**config.mk**
```make
export PLATFORM = sky130hd
export DESIGN_NAME = booth_r16_accum
export DESIGN_NICKNAME = d
export VERILOG_FILES = /design/src/rtl/booth_pkg.sv /design/src/rtl/booth_r16_sel.sv /design/src/rtl/en_reg.sv /design/src/rtl/booth_r16_accum.sv
export SDC_FILE = /design/constraint.sdc
export NUM_CORES = 1
export LEC_CHECK = 0
export CAP_MARGIN = 15
export CORE_ASPECT_RATIO = 1.25
export CORE_MARGIN = 2
export CORE_UTILIZATION = 61
export CTS_CLUSTER_SIZE = 28
export DETAILED_ROUTE_END_ITERATION = 10
export HOLD_SLACK_MARGIN = 0.03
export PLACE_DENSITY = 0.88
export SLEW_MARGIN = 10
export SYNTH_ARGS = -nofsm -noshare
export SYNTH_HDL_FRONTEND = slang
export SYNTH_SLANG_ARGS = --single-unit
```
**constraint.sdc**
```tcl
create_clock -name clk -period 11.3 [get_ports clk]
set_clock_uncertainty 0.15 [all_clocks]
set_input_delay 2.26 -clock clk [delete_from_list [all_inputs] [get_ports clk]]
set_output_delay 2.26 -clock clk [all_outputs]
set_load 0.01 [all_outputs]
```
**src/rtl/booth_pkg.sv**
```systemverilog
// Shared widths, FSM state type and Booth digit-window extraction for the
// radix-16 multiplier accumulator.
package booth_pkg;

  localparam int MUL_W   = 8;
  localparam int PP_W    = 12;
  localparam int PROD_W  = 2 * MUL_W;
  localparam int NUM_DIG = MUL_W / 4;
  localparam int CNT_W   = 1;

  typedef enum logic [1:0] {
    IDLE = 2'd0,
    CALC = 2'd1,
    DONE = 2'd2
  } state_t;

  // Window {y[4i+3:4i], y[4i-1]} with the implicit y[-1] = 0 appended.
  function automatic logic [4:0] digit_win(input logic [MUL_W-1:0] y,
                                           input logic [CNT_W-1:0] idx);
    logic [MUL_W:0] yx;
    yx = {y, 1'b0};
    return yx[{idx, 2'b00} +: 5];
  endfunction

endpackage

```
**src/rtl/booth_r16_sel.sv**
```systemverilog
// Radix-16 Booth digit decode and multiple selection; produces one signed
// 12-bit partial product from a 5-bit digit window.
module booth_r16_sel
  import booth_pkg::*;
(
  input  logic        [4:0]      win,
  input  logic signed [7:0]      x1,
  input  logic signed [9:0]      x3,
  input  logic signed [10:0]     x5,
  input  logic signed [10:0]     x7,
  output logic signed [PP_W-1:0] pp
);

  logic signed [4:0]      d;
  logic                   neg;
  logic        [3:0]      mag;
  logic signed [PP_W-1:0] x1e, x3e, x5e, x7e, sel;

  always_comb begin
    x1e = {{(PP_W-8){x1[7]}}, x1};
    x3e = {{(PP_W-10){x3[9]}}, x3};
    x5e = {{(PP_W-11){x5[10]}}, x5};
    x7e = {{(PP_W-11){x7[10]}}, x7};
    // -8*w4 + 4*w3 + 2*w2 + w1 is the signed nibble w[4:1]; w0 adds one more
    d   = $signed({w4_ext(win), win[4:1]}) + $signed({4'b0000, win[0]});
    neg = d[4];
    mag = neg ? 4'(-d) : d[3:0];
    case (mag)
      4'd1:    sel = x1e;
      4'd2:    sel = x1e <<< 1;
      4'd3:    sel = x3e;
      4'd4:    sel = x1e <<< 2;
      4'd5:    sel = x5e;
      4'd6:    sel = x3e <<< 1;
      4'd7:    sel = x7e;
      4'd8:    sel = x1e <<< 3;
      default: sel = '0;
    endcase
    pp = neg ? -sel : sel;
  end

  function automatic logic w4_ext(input logic [4:0] w);
    return w[4];
  endfunction

endmodule

```
**src/rtl/en_reg.sv**
```systemverilog
// Enable register with synchronous active-high clear.
module en_reg #(
  parameter int W = 8
) (
  input  logic         clk,
  input  logic         rst,
  input  logic         en,
  input  logic [W-1:0] d,
  output logic [W-1:0] q
);

  always_ff @(posedge clk) begin
    if (rst)
      q <= '0;
    else if (en)
      q <= d;
  end

endmodule

```
**src/rtl/booth_r16_accum.sv**
```systemverilog
// Radix-16 Booth 8x8 signed multiplier: captures precomputed multiples and
// accumulates one partial product per cycle, pulsing oValid with the result.
module booth_r16_accum #(
  parameter int MUL_W   = 8,
  parameter int NUM_DIG = MUL_W / 4,
  parameter int PROD_W  = 2 * MUL_W
) (
  input  logic                     clk,
  input  logic                     rst,
  input  logic                     iStart,
  input  logic signed [MUL_W-1:0]  iMul,
  input  logic signed [MUL_W-1:0]  iDat1X,
  input  logic signed [MUL_W+1:0]  iDat3X,
  input  logic signed [MUL_W+2:0]  iDat5X,
  input  logic signed [MUL_W+2:0]  iDat7X,
  output logic                     oBusy,
  output logic                     oValid,
  output logic signed [PROD_W-1:0] oProd
);

  import booth_pkg::state_t;
  import booth_pkg::IDLE;
  import booth_pkg::CALC;
  import booth_pkg::DONE;
  import booth_pkg::PP_W;
  import booth_pkg::CNT_W;
  import booth_pkg::digit_win;

  if (MUL_W != 8 || NUM_DIG != 2 || PROD_W != 16) begin : g_bad_width
    $error("booth_r16_accum supports only MUL_W=8 (NUM_DIG=2, PROD_W=16)");
  end

  localparam int CAP_W = 5 * MUL_W + 8;

  state_t                   state;
  logic       [CNT_W-1:0]   cnt_p1;
  logic signed [PROD_W-1:0] acc_p1;
  logic                     accept;
  logic       [CAP_W-1:0]   cap_p0;
  logic signed [MUL_W-1:0]  mul_p0, x1_p0;
  logic signed [MUL_W+1:0]  x3_p0;
  logic signed [MUL_W+2:0]  x5_p0, x7_p0;
  logic       [4:0]         win;
  logic signed [PP_W-1:0]   pp;
  logic signed [PROD_W-1:0] pp_ext, pp_sh, sum;

  assign accept = iStart && (state != CALC);

  // Stage p0: operand capture on accept
  en_reg #(.W(CAP_W)) u_cap (
    .clk (clk),
    .rst (rst),
    .en  (accept),
    .d   ({iMul, iDat1X, iDat3X, iDat5X, iDat7X}),
    .q   (cap_p0)
  );

  assign {mul_p0, x1_p0, x3_p0, x5_p0, x7_p0} = cap_p0;

  assign win = digit_win(mul_p0, cnt_p1);

  booth_r16_sel u_sel (
    .win (win),
    .x1  (x1_p0),
    .x3  (x3_p0),
    .x5  (x5_p0),
    .x7  (x7_p0),
    .pp  (pp)
  );

  always_comb begin
    pp_ext = {{(PROD_W-PP_W){pp[PP_W-1]}}, pp};
    pp_sh  = pp_ext <<< {cnt_p1, 2'b00};
    sum    = acc_p1 + pp_sh;
  end

  // Stage p1: digit accumulation and result hand-off
  always_ff @(posedge clk) begin
    if (rst) begin
      state  <= IDLE;
      cnt_p1 <= '0;
      acc_p1 <= '0;
      oProd  <= '0;
      oValid <= 1'b0;
      oBusy  <= 1'b0;
    end else begin
      oValid <= 1'b0;
      case (state)
        CALC: begin
          acc_p1 <= sum;
          cnt_p1 <= cnt_p1 + 1'b1;
          if (cnt_p1 == CNT_W'(NUM_DIG - 1)) begin
            state  <= DONE;
            oBusy  <= 1'b0;
            oValid <= 1'b1;
            oProd  <= sum;
          end
        end
        default: begin
          if (iStart) begin
            state  <= CALC;
            cnt_p1 <= '0;
            acc_p1 <= '0;
            oBusy  <= 1'b1;
          end else begin
            state  <= IDLE;
          end
        end
      endcase
    end
  end

endmodule
```
==> run summary <==
Starting DRT DRC Count = 527
RSZ-0062 raised after global routing = false
Die area = 9603 um^2
Synth area leader = dfxtp_1
Syn Area/Cell = 7.544 um^2
CTS Hold Bufs = 0
H-Tree Level Count = 3
Antenna violations before repair = 0
Post-synth ARST share = 0
Ratio of cells with drive above 1 in the final layout = 0.06728
FMAX = 121.2 MHz
Sequential cell area = 1702 um^2
Post-Syn Instances = 714
Hold Crit Depth = 2
Remaining DRCs = 0
Final ANT Viol Nets = 0
VDD IR max = 0.1023 mV
Hold/Removal Path Class = reg -> reg
Gpl congestion = 0.9345
Worst-Skew Late Latency = 370 ps
Vias in the first global route = 5295
Fillers = 653
Number of library cell types mapped by synthesis = 76
Pint = 0.4991 mW
FF+latch count, synth = 85
Port Buffers = 68
Most frequent cells in the layout = nand2_1 (162), a21oi_1 (89), dfxtp_1 (85)
Final #Nets = 826
Crit path max fanout = 34
CTS Buf Count = 9
Yosys warnings = 0
Main synth FF type = dfxtp_1
ANT cells = 0
EDFF count, synth = 0
Reg-to-reg endpoint = oProd[15]
Final WL = 16100 um
Pre-antenna DRT Iters = 7
Sequential share of power = 0.438
Arrival time worst endpoint = 8390 ps
Status = complete, no violations
Synthesized Nets = 787
Worst r2r src = cnt_p1
Register-to-register setup slack = 3050 ps
Area delta synth->final = 16.77%
Worst-path clk slew = 90 ps
Core Rows = 38
Period utilization = 0.7305
Sw frac = 0.3364
Hold_sp = oProd[2]
CTS tree = yes
Chip Width = 88.05 um
Crit Path Category = reg -> reg
Logic pwr share = 0.264
Post_cts resized = 0
Area of the multi-input gates = 3452 um^2
Hold EP = oProd[2]
Clock tree buffer depth = 2
Synth top area cells = dfxtp_1 (32%), nand2_1 (11%), a21oi_1 (8.3%), ha_1 (4.9%), nand3_1 (3.5%)
Max-Cap Viols = 0
Routed vias = 5502
Synth top area share = 0.3159
Vias per inst = 6.267
Critical Path RT = 11430 ps
Wire per inst = 18.33 um
Worst Setup End Kind = flop
CTS root buf = clkbuf_8
Headroom to the max-slew limit = 0.2763
# setup viols final = 0
Die height = 109.1 um
Final TNS setup = 0 ps
PD cells = 119.6 nW/um^2
HPWL reported at the end of detailed placement = 11290 um
Pin count of the biggest net entering global routing = 96
Starting Density = 0.6225
Max-slew violations = 0
R2R depth = 26
Switching power = 0.2531 mW
Clock share of power = 0.298
Startpoint Class = flop
Core area = 8653 um^2
Worst Tran Pin Value = 1086 ps
Total congestion overflow = 0
Final Hold Fails = 0
Commonest non-fill, non-tap cell in the layout = nand2_1
Placed cell area = 6073 um^2
Setup Fix Bufs, Post-CTS = 0
Lkg Pwr = 2.354 nW
IO Pins = 69
Seq/Total Area, Yosys = 0.3159
Period minus WS final = 8254 ps
Final Cell Area = 6290 um^2
Cell Area, Synth = 5386 um^2
CTS sink count = 85
First-pass GRT wire length = 25680 um
Total Routing Usage GR = 0.3387
[cells in the mapped netlist, drive strengths merged, types with 5 or more instances]
library cell	number
nand2	162
a21oi	90
dfxtp	85
clkbuf	39
nand3	38
nor2	31
o21ai	25
ha	21
mux2i	19
inv	15
nor2b	10
nor3	10
xnor2	9
a22o	7
buf	7
nand2b	7
nand4	7
xor2	7
a21o	6
a222oi	6
and2	6
mux2	6
o211ai	6
or2	6
a211oi	5
a221oi	5
nand3b	5
o31ai	5
or3	5
[per-layer routing]
layer	global-route usage	up-vias	routed length, um
li1	-	2642	-
met1	0.3964	2577	6420
met2	0.6039	220	8306
met3	0.05678	63	765
met4	0.1429	0	604
met5	0	-	0
[critical path, stage by stage (launching register included)]
cell	delay [ps]
dfxtp_1	310
buf_4	330
mux2_2	390
ha_1	290
ha_1	410
inv_1	140
ha_1	600
nor2b_1	180
mux2i_1	200
o31ai_2	680
mux2_1	380
a221o_1	300
a311o_2	440
nor4_4	430
nor2_1	120
nor3b_1	210
a221oi_1	70
ha_1	380
and2_1	180
o21ai_0	160
o21ai_0	160
o41ai_1	640
o21ai_0	310
a31o_2	370
nor2b_1	130
mux2i_1	80
o2111ai_1	100
[power groups by stage]
stage                     registers (mW)  logic, mW  clock network, mW
after floorplan                    0.330      0.140                  0
after global placement             0.335      0.188                  0
after detailed placement           0.336      0.192                  0
after CTS                          0.329      0.195              0.226
after global routing               0.330      0.217              0.238
final                              0.329      0.199              0.224
[stage by stage]
stage	utilization	hold WS (ps)	total power [mW]	setup slack, ps	cells
4_1_cts	0.7256	313.2	0.7495	3194	877
2_1_floorplan	-	282.2	0.4698	4273	714
6_report	0.7269	311.8	0.7521	3046	878
5_1_grt	0.7269	330.0	0.7853	2522	878
3_5_place_dp	0.7019	299.1	0.5280	3405	861
3_3_place_gp	0.7019	293.1	0.5232	3751	861
[area by class of cell]
type | count | area share
tap | 120 | 0.02387
multi-input combinational | 568 | 0.5488
clock buffer | 9 | 0.01969
sequential | 85 | 0.2705
timing repair buffer | 74 | 0.1152
inverter | 15 | 0.008952
clock inverter | 7 | 0.01293
[how the worst max path moves through the flow]
stage / from / slack (ps) / cells past startpoint / to
3_5_place_dp: cnt_p1 / 3410 / 25 / oProd[15]
4_1_cts: cnt_p1 / 3190 / 26 / oProd[15]
6_report: cnt_p1 / 3050 / 26 / oProd[15]
5_1_grt: cnt_p1 / 2520 / 26 / oProd[15]
3_3_place_gp: cnt_p1 / 3750 / 25 / acc_p1[15]
2_1_floorplan: cnt_p1 / 4270 / 26 / acc_p1[15]
[state kept, by name, indices dropped and copies added, names as in the netlist]
register  count
cnt_p1        1
oBusy         1
u_cap.q      48
oProd        16
oValid        1
state         2
acc_p1       16
[cell families after synthesis]
| family | Yosys count | share of synthesized area |
|---|---|---|
| compound gates | 197 | 0.2407 |
| fa+ha+maj | 22 | 0.05250 |
| mux | 25 | 0.04855 |
| buf+inv | 61 | 0.04460 |
| simple gates | 308 | 0.2718 |
| flops | 85 | 0.3159 |
| xor+xnor | 16 | 0.02602 |
No activity file was read; power rests on OpenSTA's default activity.
